--- config.mk ---
export PLATFORM = sky130hd
export DESIGN_NAME = ssd_page_scanner
export DESIGN_NICKNAME = d
export VERILOG_FILES = /design/src/rtl/ssd_page_scanner.sv
export SDC_FILE = /design/constraint.sdc
export NUM_CORES = 1
export LEC_CHECK = 0
export BUFFER_PORTS_ARGS = -buffer_cell sky130_fd_sc_hd__buf_2
export CAP_MARGIN = 20
export CORE_ASPECT_RATIO = 0.7
export CORE_MARGIN = 3
export CORE_UTILIZATION = 40
export DETAILED_ROUTE_END_ITERATION = 10
export GPL_TIMING_DRIVEN = 0
export MAX_ROUTING_LAYER = met4
export PLACE_DENSITY_LB_ADDON = 0.25
export SLEW_MARGIN = 25
export SYNTH_ARGS = -nofsm -noshare
export SYNTH_HDL_FRONTEND = slang
export SYNTH_SLANG_ARGS = --single-unit
--- constraint.sdc ---
create_clock -name clk -period 8.8 [get_ports clk]
set_clock_uncertainty 0.2 [all_clocks]
set_input_delay 1.32 -clock clk [delete_from_list [all_inputs] [get_ports clk]]
set_output_delay 1.32 -clock clk [all_outputs]
set_load 0.02 [all_outputs]
--- src/rtl/ssd_page_scanner.sv ---
// ssd_page_scanner
//   Multiplexed seven-segment scan controller for the Nexys4 8-digit display.
//   Several packed hex "pages" (score, power, angle, ...) are offered in
//   parallel. One page is shown at a time, and a debounced push-button steps
//   through them. The shown page is latched once per full scan, so the value
//   cannot tear while it is being scanned. Leading zeros can be blanked. Each
//   digit has its own decimal point. A short all-anodes-off guard at the start
//   of every digit slot stops the previous digit from ghosting into the next.
//
// Ports
//   clk        in   system clock (100 MHz)
//   rst_n      in   asynchronous active-low reset
//   page_data  in   page p, digit d = bits [(p*N_DIGITS+d)*4 +: 4], d=0 rightmost
//   btn_page   in   raw asynchronous page-advance button
//   blank_lz   in   1 = blank leading zeros (digit 0 is never blanked)
//   dp_mask    in   1 = light decimal point of digit d
//   anode      out  active-low digit enables
//   ssd_out    out  active-low segments {a,b,c,d,e,f,g}
//   dp         out  active-low decimal point
//   page_sel   out  page currently selected
//
// All display outputs are registered. They are decoded from the *next* scan
// position, so anode/ssd_out/dp line up with the slot counter that is
// visible in the same cycle.
module ssd_page_scanner #(
  parameter int N_DIGITS     = 8,
  parameter int N_PAGES      = 3,
  parameter int SLOT_CYCLES  = 131072,
  parameter int GUARD_CYCLES = 256,
  parameter int DEB_CYCLES   = 1000000
) (
  input  logic                                              clk,
  input  logic                                              rst_n,
  input  logic [N_PAGES*N_DIGITS*4-1:0]                     page_data,
  input  logic                                              btn_page,
  input  logic                                              blank_lz,
  input  logic [N_DIGITS-1:0]                               dp_mask,
  output logic [N_DIGITS-1:0]                               anode,
  output logic [6:0]                                        ssd_out,
  output logic                                              dp,
  output logic [((N_PAGES > 1) ? $clog2(N_PAGES) : 1)-1:0]  page_sel
);

  localparam int PW     = (N_PAGES > 1) ? $clog2(N_PAGES) : 1;
  localparam int IW     = (N_DIGITS > 1) ? $clog2(N_DIGITS) : 1;
  localparam int SW     = $clog2(SLOT_CYCLES);
  localparam int DW     = (DEB_CYCLES > 1) ? $clog2(DEB_CYCLES) : 1;
  localparam int PAGE_W = N_DIGITS * 4;

  localparam logic [SW-1:0] SLOT_LAST = SW'(SLOT_CYCLES - 1);
  localparam logic [SW-1:0] GUARD_LIM = SW'(GUARD_CYCLES);
  localparam logic [IW-1:0] IDX_LAST  = IW'(N_DIGITS - 1);
  localparam logic [PW-1:0] PAGE_LAST = PW'(N_PAGES - 1);
  localparam logic [DW-1:0] DEB_LAST  = DW'(DEB_CYCLES - 1);

  // Scan state
  logic [SW-1:0]     slotCnt;
  logic [IW-1:0]     digitIdx;
  logic [PAGE_W-1:0] snap;
  logic              firstCycle;

  // Button state
  logic              btnMeta;
  logic              btnSync;
  logic              debLevel;
  logic [DW-1:0]     debCnt;
  logic              advPulse;
  logic [PW-1:0]     pageSel;

  // Next-state / decode signals
  logic              slotWrap;
  logic              scanWrap;
  logic [SW-1:0]     slotNext;
  logic [IW-1:0]     idxNext;
  logic              guardNext;
  logic [PAGE_W-1:0] selPage;
  logic [PAGE_W-1:0] snapNext;
  logic [3:0]        curNib;
  logic              curBlank;
  logic              curDp;
  logic              zeroRun;
  logic [N_DIGITS-1:0] anodeNext;
  logic [6:0]        segNext;
  logic              dpNext;

  function automatic logic [6:0] hexFont(input logic [3:0] nib);
    logic [6:0] seg;
    case (nib)
      4'h0:    seg = 7'h01;
      4'h1:    seg = 7'h4F;
      4'h2:    seg = 7'h12;
      4'h3:    seg = 7'h06;
      4'h4:    seg = 7'h4C;
      4'h5:    seg = 7'h24;
      4'h6:    seg = 7'h20;
      4'h7:    seg = 7'h0F;
      4'h8:    seg = 7'h00;
      4'h9:    seg = 7'h04;
      4'hA:    seg = 7'h08;
      4'hB:    seg = 7'h60;
      4'hC:    seg = 7'h31;
      4'hD:    seg = 7'h42;
      4'hE:    seg = 7'h30;
      default: seg = 7'h38;
    endcase
    return seg;
  endfunction

  // Slot / digit sequencing
  always_comb begin
    slotWrap = (slotCnt == SLOT_LAST);
    slotNext = slotWrap ? '0 : slotCnt + SW'(1);
    scanWrap = slotWrap && (digitIdx == IDX_LAST);
    if (!slotWrap)
      idxNext = digitIdx;
    else if (digitIdx == IDX_LAST)
      idxNext = '0;
    else
      idxNext = digitIdx + IW'(1);
    guardNext = (slotNext < GUARD_LIM);
  end

  // Page multiplexer
  always_comb begin
    selPage = '0;
    for (int p = 0; p < N_PAGES; p++) begin
      if (pageSel == PW'(p))
        selPage = page_data[p*PAGE_W +: PAGE_W];
    end
  end

  // The snapshot reloads when the scan restarts at digit 0. It also reloads
  // once right after reset, so the first scan does not show zeros. It reads
  // the registered pageSel. So a press that lands on the reload cycle still
  // gets the old page, and the new page appears on the following scan.
  assign snapNext = (firstCycle || scanWrap) ? selPage : snap;

  // Digit select with leading-zero detection. The loop walks from the most
  // significant digit down, so zeroRun means "this digit and all digits
  // above it are zero".
  always_comb begin
    curNib   = 4'h0;
    curBlank = 1'b0;
    curDp    = 1'b0;
    zeroRun  = 1'b1;
    for (int d = N_DIGITS - 1; d >= 0; d--) begin
      zeroRun = zeroRun && (snapNext[d*4 +: 4] == 4'h0);
      if (idxNext == IW'(d)) begin
        curNib   = snapNext[d*4 +: 4];
        curBlank = blank_lz && zeroRun && (d != 0);
        curDp    = dp_mask[d];
      end
    end
  end

  // Output decode. A blanked digit still gets its anode driven.
  always_comb begin
    for (int d = 0; d < N_DIGITS; d++)
      anodeNext[d] = guardNext || (idxNext != IW'(d));
    segNext = (guardNext || curBlank) ? 7'h7F : hexFont(curNib);
    dpNext  = guardNext ? 1'b1 : ~curDp;
  end

  always_ff @(posedge clk or negedge rst_n) begin
    if (!rst_n) begin
      slotCnt    <= '0;
      digitIdx   <= '0;
      snap       <= '0;
      firstCycle <= 1'b1;
      anode      <= '1;
      ssd_out    <= 7'h7F;
      dp         <= 1'b1;
    end else begin
      slotCnt    <= slotNext;
      digitIdx   <= idxNext;
      snap       <= snapNext;
      firstCycle <= 1'b0;
      anode      <= anodeNext;
      ssd_out    <= segNext;
      dp         <= dpNext;
    end
  end

  // Button: 2-flop synchroniser, then a stability counter. The counter runs
  // only while the synced level differs from the accepted level. It resets
  // on any sample that agrees with the accepted level. Only an accepted
  // rising level raises the advance pulse, so a release or a long hold
  // adds nothing more.
  always_ff @(posedge clk or negedge rst_n) begin
    if (!rst_n) begin
      btnMeta  <= 1'b0;
      btnSync  <= 1'b0;
      debLevel <= 1'b0;
      debCnt   <= '0;
      advPulse <= 1'b0;
    end else begin
      btnMeta  <= btn_page;
      btnSync  <= btnMeta;
      advPulse <= 1'b0;
      if (btnSync == debLevel) begin
        debCnt <= '0;
      end else if (debCnt == DEB_LAST) begin
        debLevel <= btnSync;
        debCnt   <= '0;
        advPulse <= btnSync;
      end else begin
        debCnt <= debCnt + DW'(1);
      end
    end
  end

  always_ff @(posedge clk or negedge rst_n) begin
    if (!rst_n)
      pageSel <= '0;
    else if (advPulse && (N_PAGES > 1))
      pageSel <= (pageSel == PAGE_LAST) ? '0 : pageSel + PW'(1);
  end

  assign page_sel = pageSel;

endmodule

## Yosys cells after proc, flatten, opt, wreduce, memory -nomap -nowiden

Memory sizes are Yosys's and may differ from the RTL's.
Index checks and enable logic that the tools add are counted.

- Reduce and logical (&&, ||, !) cells: 35
- Muxes and demuxes: 38
- Magnitude comparators: 1
- Bitwise logic cells: 2
- $add $sub $neg: 4
- Equal/unequal tests: 20

Operators with widths:

| cell | number |
|---|---|
| two-way mux 32 bit | 4 |
| two-way mux 20 bit | 2 |
| two-way mux 4 bit | 8 |
| logical NOT 4 bit | 7 |
| adder 20 x 1 -> 20 bit, second input constant | 1 |
| == test 20 bit, second input constant | 1 |
| two-way mux 1 bit | 19 |
| adder 17 x 1 -> 17 bit, second input constant | 1 |
| == test 17 bit, second input constant | 1 |
| < comparator 17 x 9 -> 1 bit, second input constant | 1 |
| two-way mux 17 bit | 1 |
| == test 3 bit, second input constant | 5 |
| logical AND 1 bit | 14 |
| inequality test 3 bit, second input constant | 4 |
| logical OR 1 bit | 10 |
| two-way mux 7 bit | 1 |
| == test 3 x 2 -> 1 bit, second input constant | 2 |
| two-way mux 3 bit | 2 |
| inequality test 3 x 2 -> 1 bit, second input constant | 2 |
| adder 3 x 1 -> 3 bit, second input constant | 1 |
| == test 3 x 1 -> 1 bit, second input constant | 1 |
| logical NOT 3 bit | 1 |
| inequality test 3 x 1 -> 1 bit, second input constant | 1 |
| nonzero test 3 bit | 1 |
| 8 further kinds | 9 |

- Register bits after elaboration: 95
- Memories: 1
- Output and inout port bits: 18
- Bits of input ports: 108
- ROM bits: 112
- Word-level logic and storage cells: 114

Memory list:

| memory | depth | width | read ports | clocked after Yosys merged registers in | wr ports | line | RTL |
|---|---|---|---|---|---|---|---|
| (no name shown) | 16 | 7 | 1 | 0 | 0 | 88 | `case (nib)` |

## Depth between registers and ports, before layout

- Word-level depth: 17
- Depth in mapped cells: 19
- Depth with buffers taken out: 16

## Worst setup path after synthesis

No wires, ideal clock.

- Kind: register to register
- Start: register slotCnt[0]
- End: register ssd_out[2]
- Path buffers: 2
- Arrival: 3580 ps
- Setup time: 94 ps
- Cell stages (with the launch flop): 18
- Clock period less this slack: 3874 ps
- Slack: 4926 ps
- Required time: 8506 ps
- Cells stage by stage: dfrtp_1 > ha_1 > nand2_1 > or2_1 > nor3_1 > ha_1 > buf_6 > mux2i_2 > inv_1 > clkbuf_1 > nand3_1 > o22ai_1 > nor4_4 > inv_1 > ha_1 > nand2b_1 > nor2_1 > or4_1

- Elaborated cells between the ends (all ways): 55
- Classes of those cells: add/sub (1); order compare (1); eq/ne (8); mux (20); reduce/logical (24); memory (1)

RTL lines:

| element | line | RTL |
|---|---|---|
| start: declaration | 57 | `logic [SW-1:0] slotCnt;` |
| start signal: assignment | 174 | `slotCnt <= slotNext;` |
| == test 17 bit (*) | 111 | `slotWrap = (slotCnt == SLOT_LAST);` |
| two-way mux 3 bit (*) | 114 | `if (!slotWrap)` |
| named net idxNext[2] | 74 | `logic [IW-1:0] idxNext;` |
| == test 3 bit | 148 | `if (idxNext == IW'(d)) begin` |
| two-way mux 4 bit or two-way mux 1 bit (tied branches) (8 in series) | 148 |  |
| memory (16 x 7 bit) or logical OR 1 bit (tied branches) | n/a |  |
| two-way mux 7 bit (*) | 160 | `segNext = (guardNext \|\| curBlank) ? 7'h7F : hexFont(curNib);` |
| named net segNext[2] | 83 | `logic [6:0] segNext;` |
| end signal: assignment | 179 | `ssd_out <= segNext;` |
| end: declaration | 39 | `output logic [6:0] ssd_out,` |

The timed path passes the listed nets; every way through them passes the cells marked *.
A chain may end at the register's enable or synchronous reset.

## Final worst setup path

- Start: register slotCnt[0]
- End: register ssd_out[6]

- Word-level cells in the longest chain between the ends: 16
- Elaborated cells between the ends (all ways): 55
- Classes of those cells: add/sub (1); order compare (1); eq/ne (8); mux (20); reduce/logical (24); memory (1)

RTL lines:

| element | line |
|---|---|
| parallel branches: the longest is 15 deep, another holds memory (16 x 7 bit) | n/a |
| two-way mux 7 bit (*) | 160 |
| named net segNext[6] | 83 |

Mark *: on every way through the listed nets, which the timed path passes.

==> flow_summary.toml <==
[critical_path]
cp.required_ns = 8.86
reg2regPathDepth = 16
r2r_end = "ssd_out[6]"
reg2reg_slack_ns = 3.83
end_kind = "flop"
critPathMaxStageDelay_ns = 0.74
slowest_stage = "a2111oi_0"
path_class = "flop to flop"
crit_arrival_ns = 5.02
critPathLaunchType = "flop"
r2r_start = "slotCnt[0]"
cp_cell_sequence = "ha_1, nand2_1, or2_1, nor3_1, ha_1, buf_6, mux2i_4, clkbuf_1, nor2_1, a2111oi_0, o31a_1, inv_1, ha_1, nor2b_1, nor2b_1, a2111o_1"
cp_num_buf_inv = 3
cp_num_cells = 16
timing.critical_path.mode_cell = "ha_1"
crit_family = "compound AO/OA/AOI/OAI gates"
cp_max_fo = 10

[clock_tree]
postCtsSetupBuffers = 0
clockRootBuffer = "clkbuf_16"
cts_hold_buf = 0
cts_tree = "done"
htree_num_levels = 3
clock_path_buffers = 2
clock_latency_ns = 0.34
cts_resized = 0
cts.clk_slew.worst_paths_ns = 0.06
clock_sinks = 95
cts_buffers = 9

[routing]
drt_iter0_drc = 345
drtAntennaViolNets = 0
drtPass1Iterations = 4
vias_per_cell = 5.222
routed_wl_um = 14570
via_count = 4595
drc = 0
wl_per_cell_um = 16.55

[floorplan]
rows = 34
chipHeight_um = 103.3
ios = 126
initial_core_util_pct = 42.25
core_area_mm2 = 0.01280
die_x_um = 145.0
die_area_mm2 = 0.01498

[timing]
setup_violations = 0
slew_violations = 0
finalHoldViolCount = 0
min_period_ns = 4.966
fmax_ghz = 0.2014
final.setup.tns_ns = 0
relSlewSlack_pct = 24.26
tightest_slew_ns = 1.126
grt_setup_unrepaired = "no"
fin_crit_sh_pct = 56.43

[logic_synthesis]
avgSynthCellArea_um2 = 9.696
synth_cell_types = 75
ys_seq_elements = 95
syn-cell-area_mm2 = 0.005410
synth_edf_count = 0
synth_nets = 676
synthFlopType = "dfrtp_1"
async_reset_ff_share_pct = 100.0
synthCells = 558
synth_warnings = 0
synth_seq_area_share_pct = 44.33

[placed_design]
place_area_mm2 = 0.006295
portBuffers = 125
dpl.hpwl_um = 11350
place_congestion = 0.9191

[power]
peakVddDrop_uv = 96.59
leakage_uw = 0.002966
power_density_mw_per_mm2 = 144.6

[grt]
grt_max_degree = 63
antenna_found_initial = 0
grt_usage_pct = 20.25
grt_pass1_wl_um = 23630
overflow = 0
grt_pass1_vias = 4655

[min_path]
min_path_type = "flop to flop"
hold_end = "btnSync"
min_from = "btnMeta"
hold_depth = 0

[cells_and_area]
layout_common_cells = "buf_2, dfrtp_1, nor2_1"
final_nets = 813
final_cell_area_mm2 = 0.006595
drive_gt1_share_pct = 30.00
layout_commonest_cell = "buf_2"
area_growth_pct = 21.90
n_antenna_cell = 0

[run]
cap_violations = 0

[outcome]
status = "complete, no violations"
==> per-stage QoR <==
stage / hold WS, ns / total power, uW / util, % / setup WS, ns / cells
finish: 0.1643 / 953.5 / 51.50 / 3.834 / 880
global route: 0.1666 / 998.2 / 51.50 / 3.605 / 880
CTS: 0.1613 / 962.9 / 51.50 / 3.964 / 880
detailed placement: 0.1465 / 570.8 / 49.16 / 3.992 / 864
global placement: 0.1349 / 565.2 / 48.90 / 4.003 / 863
floorplan: 0.1312 / 518.0 / - / 4.926 / 558
==> cells in the mapped netlist (all sizes together), types with 2 or more instances <==
cell	n	area, um2
nor3b	4	40.03
a22oi	3	27.52
a41o	2	21.27
inv	53	198.9
nor3	4	31.28
xnor2	10	87.58
a21oi	21	112.6
a221o	3	30.03
o21a	9	68.82
buf	26	191.4
clkbuf	3	11.26
mux2i	39	406.6
nand3	16	80.08
a2111o	2	22.52
o31a	2	17.52
o21ai	31	162.7
dfstp	17	446.7
a21o	3	22.52
and3	9	56.30
a2bb2oi	2	17.52
nand2	40	150.1
a311oi	2	17.52
nand2b	4	32.53
nand4	7	50.05
or2	4	25.03
o221ai	23	214.0
a211oi	2	20.02
xor2	17	148.9
or4	3	22.52
or3	5	31.28
nor4	5	46.29
nor2b	10	62.56
mux2	3	33.78
ha	10	125.1
o22ai	5	31.28
dfrtp	78	1952
nor2	63	239.0
and3b	2	17.52
==> final cells by class <==
cell class / instances / area, um2
Clock buffer: 11 / 242.7
Sequential cell: 95 / 2399
Fill cell: 1188 / 6210
Multi-Input combinational cell: 381 / 2610
Timing Repair Buffer: 126 / 659.4
Clock inverter: 5 / 57.56
Buffer: 29 / 202.7
Inverter: 53 / 198.9
Tap cell: 180 / 225.2
==> flip-flops by register name, summed over array words and instances (netlist names) <==
signal and count:
snap 32, debCnt 20, slotCnt 17, anode 8
ssd_out 7, digitIdx 3, page_sel 2, advPulse 1
btnMeta 1, btnSync 1, debLevel 1, dp 1
firstCycle 1
==> worst max-delay path by stage <==
stage                           from          to
after floorplan           slotCnt[0]  ssd_out[2]
final                     slotCnt[0]  ssd_out[6]
after CTS                 slotCnt[0]  ssd_out[6]
after global placement    slotCnt[0]  ssd_out[6]
after global routing      slotCnt[0]  ssd_out[6]
after detailed placement  slotCnt[0]  ssd_out[6]
==> logic make-up after synthesis <==
logic type / after synthesis / synth area share (%)
XOR/XNOR: 27 / 4.371
flip-flops: 95 / 44.33
other: 1 / 0.06931
multiplexers: 42 / 8.141
adder cells (fa/ha/maj): 10 / 2.313
AO/OA/AOI/OAI: 122 / 16.47
AND/OR/NAND/NOR: 179 / 16.88
buffers and inverters: 82 / 7.424
==> metal layers <==
layer / vias to the layer above / share of wire [%] / GRT usage, %
met2: 126 / 44 / 30.26
met4: 0 / 1.1 / 4.745
met1: 2223 / 49 / 28.32
li1: 2232 / - / -
met5: - / 0 / -
met3: 14 / 6.2 / 4.617
==> report_power, final <==
part / internal (uW) / leakage, uW / switching [uW]
Sequential: 452 / 0.00116 / 5.23
Combinational: 45.2 / 0.00167 / 60.6
Clock: 228 / 0.000138 / 163
Total: 725 / 0.00297 / 229
Power figures use the tool's default switching activity.
